--- src/rtl/ram_bridge_pkg.sv ---
// Shared bus widths, bridge state encodings and default configuration for ram_bridge.
package ram_bridge_pkg;

  localparam int ADDR_BUS    = 32;
  localparam int DATA_BUS    = 32;
  localparam int MEM_SEL_BUS = 4;

  typedef enum logic [1:0] {
    RB_IDLE = 2'd0,
    RB_REQ  = 2'd1,
    RB_RESP = 2'd2,
    RB_DONE = 2'd3
  } rb_state_t;

  localparam int                  TIMEOUT_CYCLES_DEF = 255;
  localparam logic [DATA_BUS-1:0] ERR_READ_DATA_DEF  = 32'hDEAD_BEEF;

  // Access captured from the core and held on the bus until granted
  typedef struct packed {
    logic [MEM_SEL_BUS-1:0] we;
    logic [ADDR_BUS-1:0]    addr;
    logic [DATA_BUS-1:0]    wdata;
  } bus_cmd_t;

endpackage

--- src/rtl/bridge_timeout_counter.sv ---
// Counts cycles spent waiting on the bus; expired pulses on the last allowed cycle.
// Latency: expired is combinational from the count. No backpressure.
// 8-bit count; clear takes priority over enable.
module bridge_timeout_counter #(
  parameter int TIMEOUT_CYCLES = 255
) (
  input  logic clk,
  input  logic rst,
  input  logic clear,
  input  logic en,
  output logic expired
);

  logic [7:0] cnt;

  always_ff @(posedge clk) begin
    if (rst || clear) begin
      cnt <= '0;
    end else if (en) begin
      cnt <= cnt + 8'd1;
    end
  end

  // cnt is 0 on the first waiting cycle, so TIMEOUT_CYCLES-1 marks the last one
  assign expired = en && (cnt == 8'(TIMEOUT_CYCLES - 1));

endmodule

--- src/rtl/ram_bridge.sv ---
// Bridges the core's single-cycle RAM port onto a req/gnt/rvalid bus, stalling the core per access.
// Latency: write 3 cycles minimum, read 4 cycles minimum (IDLE, REQ, RESP, DONE).
// Backpressure: core_stall holds the pipeline until done; RAM_BRIDGE_TIMEOUT_EN enables bus timeout abort.
module ram_bridge
  import ram_bridge_pkg::*;
#(
  parameter int                  TIMEOUT_CYCLES = TIMEOUT_CYCLES_DEF,
  parameter logic [DATA_BUS-1:0] ERR_READ_DATA  = ERR_READ_DATA_DEF
) (
  input  logic                   clk,
  input  logic                   rst,
  input  logic                   core_ram_en,
  input  logic [MEM_SEL_BUS-1:0] core_ram_write_en,
  input  logic [ADDR_BUS-1:0]    core_ram_addr,
  input  logic [DATA_BUS-1:0]    core_ram_write_data,
  output logic [DATA_BUS-1:0]    core_ram_read_data,
  input  logic                   ext_stall,
  output logic                   core_stall,
  output logic                   bus_req,
  output logic [MEM_SEL_BUS-1:0] bus_we,
  output logic [ADDR_BUS-1:0]    bus_addr,
  output logic [DATA_BUS-1:0]    bus_wdata,
  input  logic                   bus_gnt,
  input  logic                   bus_rvalid,
  input  logic [DATA_BUS-1:0]    bus_rdata,
  output logic                   bus_error,
  output logic [ADDR_BUS-1:0]    bus_error_addr
);

  rb_state_t           state, state_nxt;
  bus_cmd_t            cmd_q;
  logic [DATA_BUS-1:0] hold_q;
  logic                is_write;
  logic                tmo_abort;

  assign is_write = |cmd_q.we;

  always_comb begin
    state_nxt  = state;
    core_stall = 1'b1;
    case (state)
      RB_IDLE: begin
        core_stall = core_ram_en | ext_stall;
        if (core_ram_en) state_nxt = RB_REQ;
      end
      RB_REQ: begin
        if (bus_gnt)        state_nxt = is_write ? RB_DONE : RB_RESP;
        else if (tmo_abort) state_nxt = RB_DONE;
      end
      RB_RESP: begin
        if (bus_rvalid || tmo_abort) state_nxt = RB_DONE;
      end
      RB_DONE: begin
        core_stall = ext_stall;
        if (!ext_stall) state_nxt = RB_IDLE;
      end
      default: state_nxt = RB_IDLE;
    endcase
  end

  always_ff @(posedge clk) begin
    if (rst) begin
      state  <= RB_IDLE;
      cmd_q  <= '0;
      hold_q <= '0;
    end else begin
      state <= state_nxt;
      if (state == RB_IDLE && core_ram_en) begin
        cmd_q <= '{we: core_ram_write_en, addr: core_ram_addr, wdata: core_ram_write_data};
      end
      // A response coinciding with the grant is not accepted: only RESP latches data
      if (state == RB_RESP && bus_rvalid) begin
        hold_q <= bus_rdata;
      end else if (tmo_abort && !is_write) begin
        hold_q <= ERR_READ_DATA;
      end
    end
  end

  assign core_ram_read_data = hold_q;
  assign bus_req            = (state == RB_REQ);
  assign bus_we             = cmd_q.we;
  assign bus_addr           = cmd_q.addr;
  assign bus_wdata          = cmd_q.wdata;

`ifdef RAM_BRIDGE_TIMEOUT_EN
  logic                tmo_expired;
  logic                err_q;
  logic [ADDR_BUS-1:0] err_addr_q;

  bridge_timeout_counter #(
    .TIMEOUT_CYCLES(TIMEOUT_CYCLES)
  ) u_timeout (
    .clk    (clk),
    .rst    (rst),
    .clear  (state_nxt != state),
    .en     (state == RB_REQ || state == RB_RESP),
    .expired(tmo_expired)
  );

  // A grant or response in the expiring cycle still completes the access normally
  assign tmo_abort = tmo_expired
                     && !(state == RB_REQ  && bus_gnt)
                     && !(state == RB_RESP && bus_rvalid);

  always_ff @(posedge clk) begin
    if (rst) begin
      err_q      <= 1'b0;
      err_addr_q <= '0;
    end else if (tmo_abort && !err_q) begin
      err_q      <= 1'b1;
      err_addr_q <= cmd_q.addr;
    end
  end

  assign bus_error      = err_q;
  assign bus_error_addr = err_addr_q;
`else
  logic unused_cfg;

  assign unused_cfg     = ^{8'(TIMEOUT_CYCLES), ERR_READ_DATA};
  assign tmo_abort      = 1'b0;
  assign bus_error      = 1'b0;
  assign bus_error_addr = '0;
`endif

endmodule

--- config.mk ---
export PLATFORM = sky130hd
export DESIGN_NAME = ram_bridge
export DESIGN_NICKNAME = d
export VERILOG_FILES = /design/src/rtl/ram_bridge_pkg.sv /design/src/rtl/bridge_timeout_counter.sv /design/src/rtl/ram_bridge.sv
export SDC_FILE = /design/constraint.sdc
export NUM_CORES = 1
export LEC_CHECK = 0
export BUFFER_PORTS_ARGS = -buffer_cell sky130_fd_sc_hd__clkbuf_2
export CORE_AREA = 2 2 94 96
export CTS_BUF_LIST = sky130_fd_sc_hd__clkbuf_2
export CTS_CLUSTER_SIZE = 24
export DETAILED_ROUTE_END_ITERATION = 8
export DIE_AREA = 0 0 96 98
export HOLD_SLACK_MARGIN = 0.06
export MAX_ROUTING_LAYER = met4
export PLACE_DENSITY = 0.82
export SKIP_CTS_REPAIR_TIMING = 1
export SLEW_MARGIN = 5
export SYNTH_ARGS = -nofsm -noshare
export SYNTH_HDL_FRONTEND = slang
export SYNTH_SLANG_ARGS = --single-unit
--- constraint.sdc ---
create_clock -name clk -period 4.78 [get_ports clk]
set_clock_uncertainty 0.15 [all_clocks]
set_input_delay 0.239 -clock clk [delete_from_list [all_inputs] [get_ports clk]]
set_output_delay 0.239 -clock clk [all_outputs]
set_load 0.01 [all_outputs]
After elaboration in Yosys (flattened, before gate mapping)
Index checks and enable logic that the tools add are counted.

Bitwise gates (word level): 1. Reduce and logical (&&, ||, !) cells: 5. Muxes and demuxes: 7. Equality and inequality tests: 7.

Operators with widths (count): $mux W2 (4); $pmux W2 S4 (1); $ne A2 B2 Y1 const B (3); $eq A2 B2 Y1 const B (2); $reduce_and A4 Y1 (1); $reduce_or A4 Y1 (1); $eq A2 B1 Y1 const B (1); $logic_and A1 B1 Y1 (2); $logic_not A2 Y1 (1); $ne A2 B1 Y1 const B (1); $pmux W1 S2 (1); $mux W1 (1); $or A1 B1 Y1 (1).

Logic and storage cells: 25. Flip-flop bits (word level): 102.

Depth between registers and ports, before layout
Gate-level depths: netlist (run 1).

Depth in word-level cells: 4. Mapped depth: 8. Gate-level depth less buffers: 6.

Least setup slack after synthesis (run 1)
No wires, ideal clock.

Path type: register -> output. Start: reg state[0]. End: out core_stall. Required time: 4.391 ns. Arrival time: 1.286 ns. Path slack: 3.105 ns. Cell stages (with the launch flop): 8. Cells stage by stage: dfxtp_1 inv_1 ha_1 and2_1 buf_4 buf_6 o22ai_1 nand2b_1.

Cells in the longest elaborated chain, start to end: 2. Elaborated cells on any way between the ends: 3. Classes of those cells: eq/ne: 1; mux: 1; reduce/logical: 1.

Ends and longest elaborated chain: start, declared (line ram_bridge.sv:30) `rb_state_t state, state_nxt;`; start signal, assigned (line ram_bridge.sv:67) `state <= state_nxt;`; $eq A2 B2 Y1 or $logic_not A2 Y1 (tied branches) (line ram_bridge.sv:41) `case (state)`; $pmux W1 S2 (*) (line ram_bridge.sv:41); end, declared (line ram_bridge.sv:18) `output logic core_stall,`.

Every way passes the cells marked *; elsewhere a longest branch is shown, timed or not.

Worst setup path after layout (run 1)
Same ends and word-level chain as after synthesis.

==> impl_results.md, run 1 <==
- Post-route ant nets: 0
- Setup TNS: 0 ns
- CP Data Arrival Time: 2.71 ns
- DR pass1 iterations: 5
- Max Clock Freq: around 320 MHz
- Met3 wire len: about 800 um
- Synth Flop Type: dfxtp_1
- Cells on worst reg2reg path: 5
- Buffers on Ports: 207
- Placed Instances: 775
- Synth area leaders: dfxtp_1 (52%), nand2_1 (20%), a21oi_1 (12%)
- Async S/R FF share, synth: 0%
- Worst Hold Class: in -> reg
- CTS sink count: 102
- Required time of the worst setup path: roughly 4.4 ns
- DR vias/cell: 4.77
- Sequential share of power: around 48%
- Chip height: about 98 um
- Logic pwr share: 35.9%
- Worst setup SP type: flop
- Placement Rows: 34
- Yosys cell types: 22
- Crit path time final: 3.10 ns
- WL/cell: approximately 14 um
- Hold path depth: 5
- Final cell count without fillers: 891
- Max VDD drop: slightly above 0.0002 V
- Max Root-Sink Buffers: 2
- Capture point of the worst reg-to-reg path: bus_wdata[16]$_SDFFE_PP0P_
- Register area share after synthesis: a little over half
- Outcome: complete, no violations
- Clock transition at path regs: between 0.2 and 0.3 ns
- H-tree depth: 3
- Final setup viols: 0
- CTS tree: yes
- Routed length on met1: approximately 4600 um
- Crit share post-route: between 60% and 70%
- Initial Util: between 40% and 50%
- Nets@finish: roughly 890
- Synthesis warning total: 0
- Syn-to-layout area delta: 50.9%
- Max Used Layer: met4
- Net Sw Power: 0.000854 W
- Mapped Avg Cell Area: 7.91 um2
- Largest area contributor in the netlist: dfxtp_1
- Max_cap viols: 0
- Synth Register Bits: between 100 and 150
- DR iter-0 viols: 175
- Sw frac: roughly two fifths
- Worst reg-to-reg setup slack: around 2.4 ns
- # DRC: 0
- Post-layout util: a little over two thirds
- Post-synthesis cell area: approximately 3900 um2
- Sink of the worst hold path: state[1]$_SDFFE_PP0P_
- Slew Limit Fails: 0
- Most frequent cell after synthesis: nand2_1
- Clock Root Buffer: clkbuf_2
- Clk_lat worst skew: 0.53 ns
- Post-synth top cells: nand2_1 (203), dfxtp_1 (102), a21oi_1 (96)
- Die area: ~9400 um2
- Final Hold Fails: 0
- Worst hold margin: around 0.053 ns
- Routed WL: around 12000 um
- Hold_sp: ext_stall
- Number of CTS-inserted buffers: 9
- Cell internal pwr: around 0.0014 W
- Detailed Place HPWL: ~7000 um
- Relative slew slack: between 10% and 20%
- Crit. End Element: primary output
- Worst-path fanout max: 41
- Largest net degree at the start of global routing: between 100 and 150
- Crit Path Category: reg -> out
- Layout cells sized above 1: between 20% and 30%
- Initial antenna violation count: 0
- Top cell type's share of synthesized area: between 50% and 60%
- First-pass GRT wire length: 14800 um
- # fillers: between 600 and 700
- Gr usage total: about 20%
- DR WL met2: about 6800 um
- Worst-Margin Slew: roughly 1.2 ns
- Number of flops mapped to enable cells by yosys: 0
- Final Wtd Congestion: 0.806
- Grt ovf: 0
- # diodes: 0
- Vias: 4254
- Ports: between 200 and 250
- RSZ-0062 raised after global routing: false
- PwrDens: between 300 and 400 nW/um2
- Core ar.: 8470 um2
- Pleak: 2.73 nW
- Clock Power Share: ~16%
- RR Startpoint: state[1]$_SDFFE_PP0P_
- Die Wd: about 96 um
- Mapped Cells: ~490
- Vias in the first global route: between 3000 and 4000
## placed cells by master (no fill, tap or decap)
| cell type | instances |
|---|---|
| clkbuf_2 | 215 |
| nand2_1 | 202 |
| dfxtp_1 | 102 |
| dlygate4sd3_1 | 100 |
| a21oi_1 | 96 |
| conb_1 | 33 |
| a21oi_2 | 6 |
| ha_1 | 4 |
| inv_1 | 3 |
| nand2b_1 | 3 |
| clkinv_2 | 2 |
| inv_6 | 2 |
| buf_4 | 2 |
| and2_2 | 1 |
| o22ai_1 | 1 |
| nand2_2 | 1 |
| and2_1 | 1 |
| o2111ai_1 | 1 |
| mux2i_1 | 1 |
| nor2_1 | 1 |
| or4_1 | 1 |
| or3_1 | 1 |
| o31ai_1 | 1 |
| clkinv_4 | 1 |
| clkinv_1 | 1 |
| clkinvlp_4 | 1 |
## power groups by stage
stage	sequential [W]	combinational, W	clock [W]
after floorplan	0.00114	0.000444	0
after global routing	0.00109	0.000885	0.000403
final	0.00107	0.000800	0.000355
after CTS	0.00107	0.000719	0.000369
after global placement	0.00108	0.000694	0
after detailed placement	0.00109	0.000717	0
## stage by stage
step / area (um2) / total power, W / worst slack [ns]
2_1_floorplan: 4020 / 0.00158 / 3.11
3_3_place_gp: 4790 / 0.00177 / 2.39
3_5_place_dp: 4790 / 0.00180 / 2.33
4_1_cts: 4880 / 0.00216 / 1.65
5_1_grt: 5880 / 0.00238 / 1.44
6_report: 5880 / 0.00223 / 1.68
## cells by family (layout without fill, tap and decap cells)
logic type / Yosys count / count (layout) / synth area share (%)
flip-flops: 102 / 102 / 52.4
AND/OR/NAND/NOR: 211 / 211 / 20.8
buffers and inverters: 69 / 327 / 10.9
AO/OA/AOI/OAI: 105 / 105 / 14.3
other: 1 / 33 / 0.0962
adder cells (fa/ha/maj): 4 / 4 / 1.28
multiplexers: 1 / 1 / 0.257
## state kept, by name, summed over array words and instances, names as in the netlist
| signal | flops |
|---|---|
| bus_addr | 32 |
| bus_wdata | 32 |
| bus_we | 4 |
| core_ram_read_data | 32 |
| state | 2 |
## layer usage
layer,track usage [%],up-vias
li1,-,2076
met1,20.9,1948
met4,8.13,0
met2,35.4,199
met5,-,-
met3,4.78,31
## worst max-delay path by stage
stage                                startpoint    endpoint  slack [ns]  cells after the start
after global placement    state[0]$_SDFFE_PP0P_  core_stall        2.39                      7
after global routing      state[1]$_SDFFE_PP0P_  core_stall        1.44                      7
after floorplan           state[0]$_SDFFE_PP0P_  core_stall        3.11                      7
after detailed placement  state[0]$_SDFFE_PP0P_  core_stall        2.33                      7
final                     state[0]$_SDFFE_PP0P_  core_stall        1.68                      7
after CTS                 state[0]$_SDFFE_PP0P_  core_stall        1.65                      7
## cell type report
class	count	area [um2]	share of cell area, %
clock buffers	9	45.0	0.766
clock inverters	7	47.5	0.808
inverters	3	11.3	0.191
multi-input cells	354	1550	26.4
flip-flops and latches	102	2040	34.7
well taps	108	135	2.30
repair buffers	308	2050	34.8
## critical path, stage by stage, from the launching register on
cell      delay, ns
dfxtp_1        0.40
inv_1          0.13
ha_1           0.26
and2_2         0.52
buf_4          0.46
o22ai_1        0.15
nand2b_1       0.10
clkbuf_2       0.13
Power figures use the tool's default switching activity.
==> inputs of run 2 (changes only) <==
Settings changed: CORE_AREA 2 2 94 96 to default, CORE_ASPECT_RATIO from default to 1.75, CORE_UTILIZATION from default to 44, DIE_AREA 0 0 96 98 to default, PLACE_DENSITY 0.82 to 0.78.
Clock period 4.78 ns to 3.25 ns, I/O delays scaled along.
==> impl_results.md, run 2 <==
- Outcome: stopped before the end
- Stopped at: 5_1_grt
- Stop err: [ERROR RSZ-0060] Max buffer count reached.
- Synth Flop Type: dfxtp_1
- Final Wtd Congestion: 0.811 (+0.60%)
- H-tree depth: 3 (unchanged)
- Chip height: 127 um (+29%)
- Mapped Cells: 493 (unchanged)
- CTS sink count: 102 (unchanged)
- Async S/R FF share, synth: 0% (unchanged)
- Detailed Place HPWL: 7170 um (+4.0%)
- Largest net degree at the start of global routing: 87
- Synthesis warning total: 0 (unchanged)
- Die Wd: 73.1 um (-24%)
- Largest area contributor in the netlist: dfxtp_1
- Synth area leaders: dfxtp_1 (52%), nand2_1 (20%), a21oi_1 (12%)
- Clock Root Buffer: clkbuf_2
- Initial Util: 45.2% (-0.80 points)
- Yosys cell types: 22 (unchanged)
- Number of flops mapped to enable cells by yosys: 0 (unchanged)
- Most frequent cell after synthesis: nand2_1
- Max Root-Sink Buffers: 2 (unchanged)
- Register area share after synthesis: 52.4% (unchanged)
- Number of CTS-inserted buffers: 9 (unchanged)
- DP Worst Slack: 1.23 ns (-1.10 ns)
- Post-synth top cells: nand2_1 (203), dfxtp_1 (102), a21oi_1 (96)
- Post-synthesis cell area: 3900 um2 (unchanged)
- Placed Instances: 789 (+1.8%)
- Placement Rows: 45 (+32%)
- Mapped Avg Cell Area: 7.91 um2 (unchanged)
- Top cell type's share of synthesized area: 52.4% (unchanged)
- Ports: 241 (unchanged)
- Buffers on Ports: 207 (unchanged)
- Synth Register Bits: 102 (unchanged)
-- run 2: stage by stage --
stage               util, %  instance area (um2)
global placement       56.2                 4840
detailed placement     56.2                 4840
floorplan                 -                 4020
CTS                    57.7                 4970
-- run 2: kinds of logic after synthesis --
logic type | count (synthesis) | share of synthesized area (%)
compound gates | 105 | 14.3
fa+ha+maj | 4 | 1.28
buf+inv | 69 | 10.9
flops | 102 | 52.4
mux | 1 | 0.257
other cells | 1 | 0.0962
simple gates | 211 | 20.8
==> inputs of run 3 (changes only) <==
Settings changed: CORE_ASPECT_RATIO 1.75 to default, CORE_UTILIZATION 44 to 34, CTS_BUF_LIST sky130_fd_sc_hd__clkbuf_2 to default, CTS_CLUSTER_SIZE 24 to default, HOLD_SLACK_MARGIN 0.06 to default, MAX_ROUTING_LAYER met4 to default, PLACE_DENSITY 0.78 to default, PLACE_DENSITY_LB_ADDON from default to 0.15.
==> impl_results.md, run 3 (same netlist as run 1, synthesis figures left out) <==
- Initial antenna violation count: 0
- DR vias/cell: about 4.4
- Vias: a little over 4000
- Crit Path Category: reg -> out
- Largest delay share family, worst path: simple AND/OR/NAND/NOR gates
- Setup TNS: 0 ns
- Chip height: 109 um (-14%)
- Final setup viols: 0
- Worst Hold Class: in -> reg
- Clock transition at path regs: ~0.06 ns
- Outcome: complete, no violations
- Max Clock Freq: about 420 MHz
- Grt ovf: 0
- WL/cell: ~12 um
- Detailed Place HPWL: 7220 um (+0.67%)
- Clk_lat worst skew: ~0.34 ns
- H-tree depth: 3 (unchanged)
- Sw frac: around a third
- Clock Power Share: about a quarter
- Commonest cells after routing, fill and taps aside: clkbuf_2 (206), nand2_1 (202), dfxtp_1 (102)
- DR pass1 iterations: 5
- Post-layout util: a little under three fifths
- Worst path bufs/invs: 2
- Final cell count without fillers: 925
- Hold_sp: bus_rvalid
- Required time of the worst setup path: 2.94 ns
- CP startpoint: state[0]$_SDFFE_PP0P_
- Buffers on Ports: 207 (unchanged)
- # DRC: 0
- PwrDens: ~610 nW/um2
- CTS sink count: 102 (unchanged)
- Gr usage total: between 15 and 20%
- Most common cell after layout, fill and taps aside: clkbuf_2
- RSZ-0062 raised after global routing: false
- CP peak stage delay: slightly below 0.6 ns
- Clock Root Buffer: clkbuf_16
- Crit. End Element: primary output
- Initial Util: 35.5% (-9.8 points)
- Final Hold Fails: 0
- Crit share post-route: 73.0%
- Cell internal pwr: approximately 0.0025 W
- CTS tree: yes
- Net Sw Power: between 0.001 and 0.0015 W
- Placement Rows: 38 (-16%)
- # diodes: 0
- Routed WL: ~11000 um
- Nets@finish: roughly 900
- Number of CTS-inserted buffers: 9 (unchanged)
- Ports: 241 (unchanged)
- First-pass GRT wire length: ~15000 um
- Worst setup SP type: flop
- RR Startpoint: state[0]$_SDFFE_PP0P_
- Syn-to-layout area delta: 57.8%
- Max VDD drop: slightly above 0.0003 V
- Max Root-Sink Buffers: 2 (unchanged)
- Relative slew slack: 29.5%
- CP Data Arrival Time: 2.06 ns
- Post-route ant nets: 0
- Largest net degree at the start of global routing: between 70 and 80
- Logic pwr share: about a third
- Layout cells sized above 1: 29.8%
- Pleak: ~2.8 nW
- Slew Limit Fails: 0
- Sequential share of power: about two fifths
- Crit-path slowest cell: and2_2
- Crit path time final: ~2.4 ns
- DR iter-0 viols: 220
- Die Wd: 109 um (+49%)
- Vias in the first global route: 3256
- Critical-path cell list: inv_1, ha_1, and2_2, o22ai_1, nand2b_1, clkbuf_2
- Final Wtd Congestion: 0.738 (-9.0%)
- Placed Instances: 810 (+2.7%)
- Max_cap viols: 0
- Die area: 11900 um2
- Worst-path fanout max: 32
- Worst-Margin Slew: around 1.1 ns
- # fillers: roughly 1000
- Core ar.: roughly 11000 um2
## run 3: area by class of cell
type / instances / area [um2] / share of cell area (%)
clock buffers: 11 / 253 / 4.11
clock inverters: 4 / 22.5 / 0.366
inverters: 3 / 11.3 / 0.183
multi-input cells: 354 / 1550 / 25.3
flip-flops and latches: 102 / 2040 / 33.2
well taps: 140 / 175 / 2.85
repair buffers: 311 / 2090 / 34.0
## run 3: tightest hold or removal path: stages
cell,delay [ns]
clkbuf_2,0.09
and2_1,0.20
nand2_1,0.09
a21oi_1,0.05
## run 3: metal layers
layer,up-vias,share of wire (%),global-route usage [%]
li1,2079,-,-
met1,1832,40,18.8
met2,171,49,27.4
met3,15,8.7,6.69
met4,0,1.7,7.82
met5,-,0,0
## run 3: final timing paths
path / endpoint / slack [ns] / cells after the start
hold / removal: core_ram_read_data[10]$_SDFFE_PP0P_ / 0.16 / 4
hold reg to reg: core_ram_read_data[14]$_SDFFE_PP0P_ / 0.30 / 2
setup reg to reg: bus_addr[21]$_SDFFE_PP0P_ / 1.12 / 6
setup / recovery: core_stall / 0.88 / 6
## run 3: power by group through the flow
stage	Combinational, W	Sequential [W]	Clock [W]
after floorplan	0.000652	0.00168	0
after global routing	0.00134	0.00159	0.00108
after CTS	0.00112	0.00157	0.00103
after detailed placement	0.00112	0.00159	0
after global placement	0.00109	0.00158	0
final	0.00120	0.00157	0.000999
## run 3: per-stage QoR
stage / hold WS [ns] / setup WS (ns) / total power (W) / instance area, um2
detailed placement: 0.241 / 1.20 / 0.00271 / 4880
global placement: 0.235 / 1.26 / 0.00267 / 4880
global route: 0.189 / 0.707 / 0.00402 / 6150
finish: 0.159 / 0.876 / 0.00377 / 6150
CTS: -0.130 / 0.836 / 0.00372 / 5150
floorplan: 0.148 / 1.65 / 0.00233 / 4020
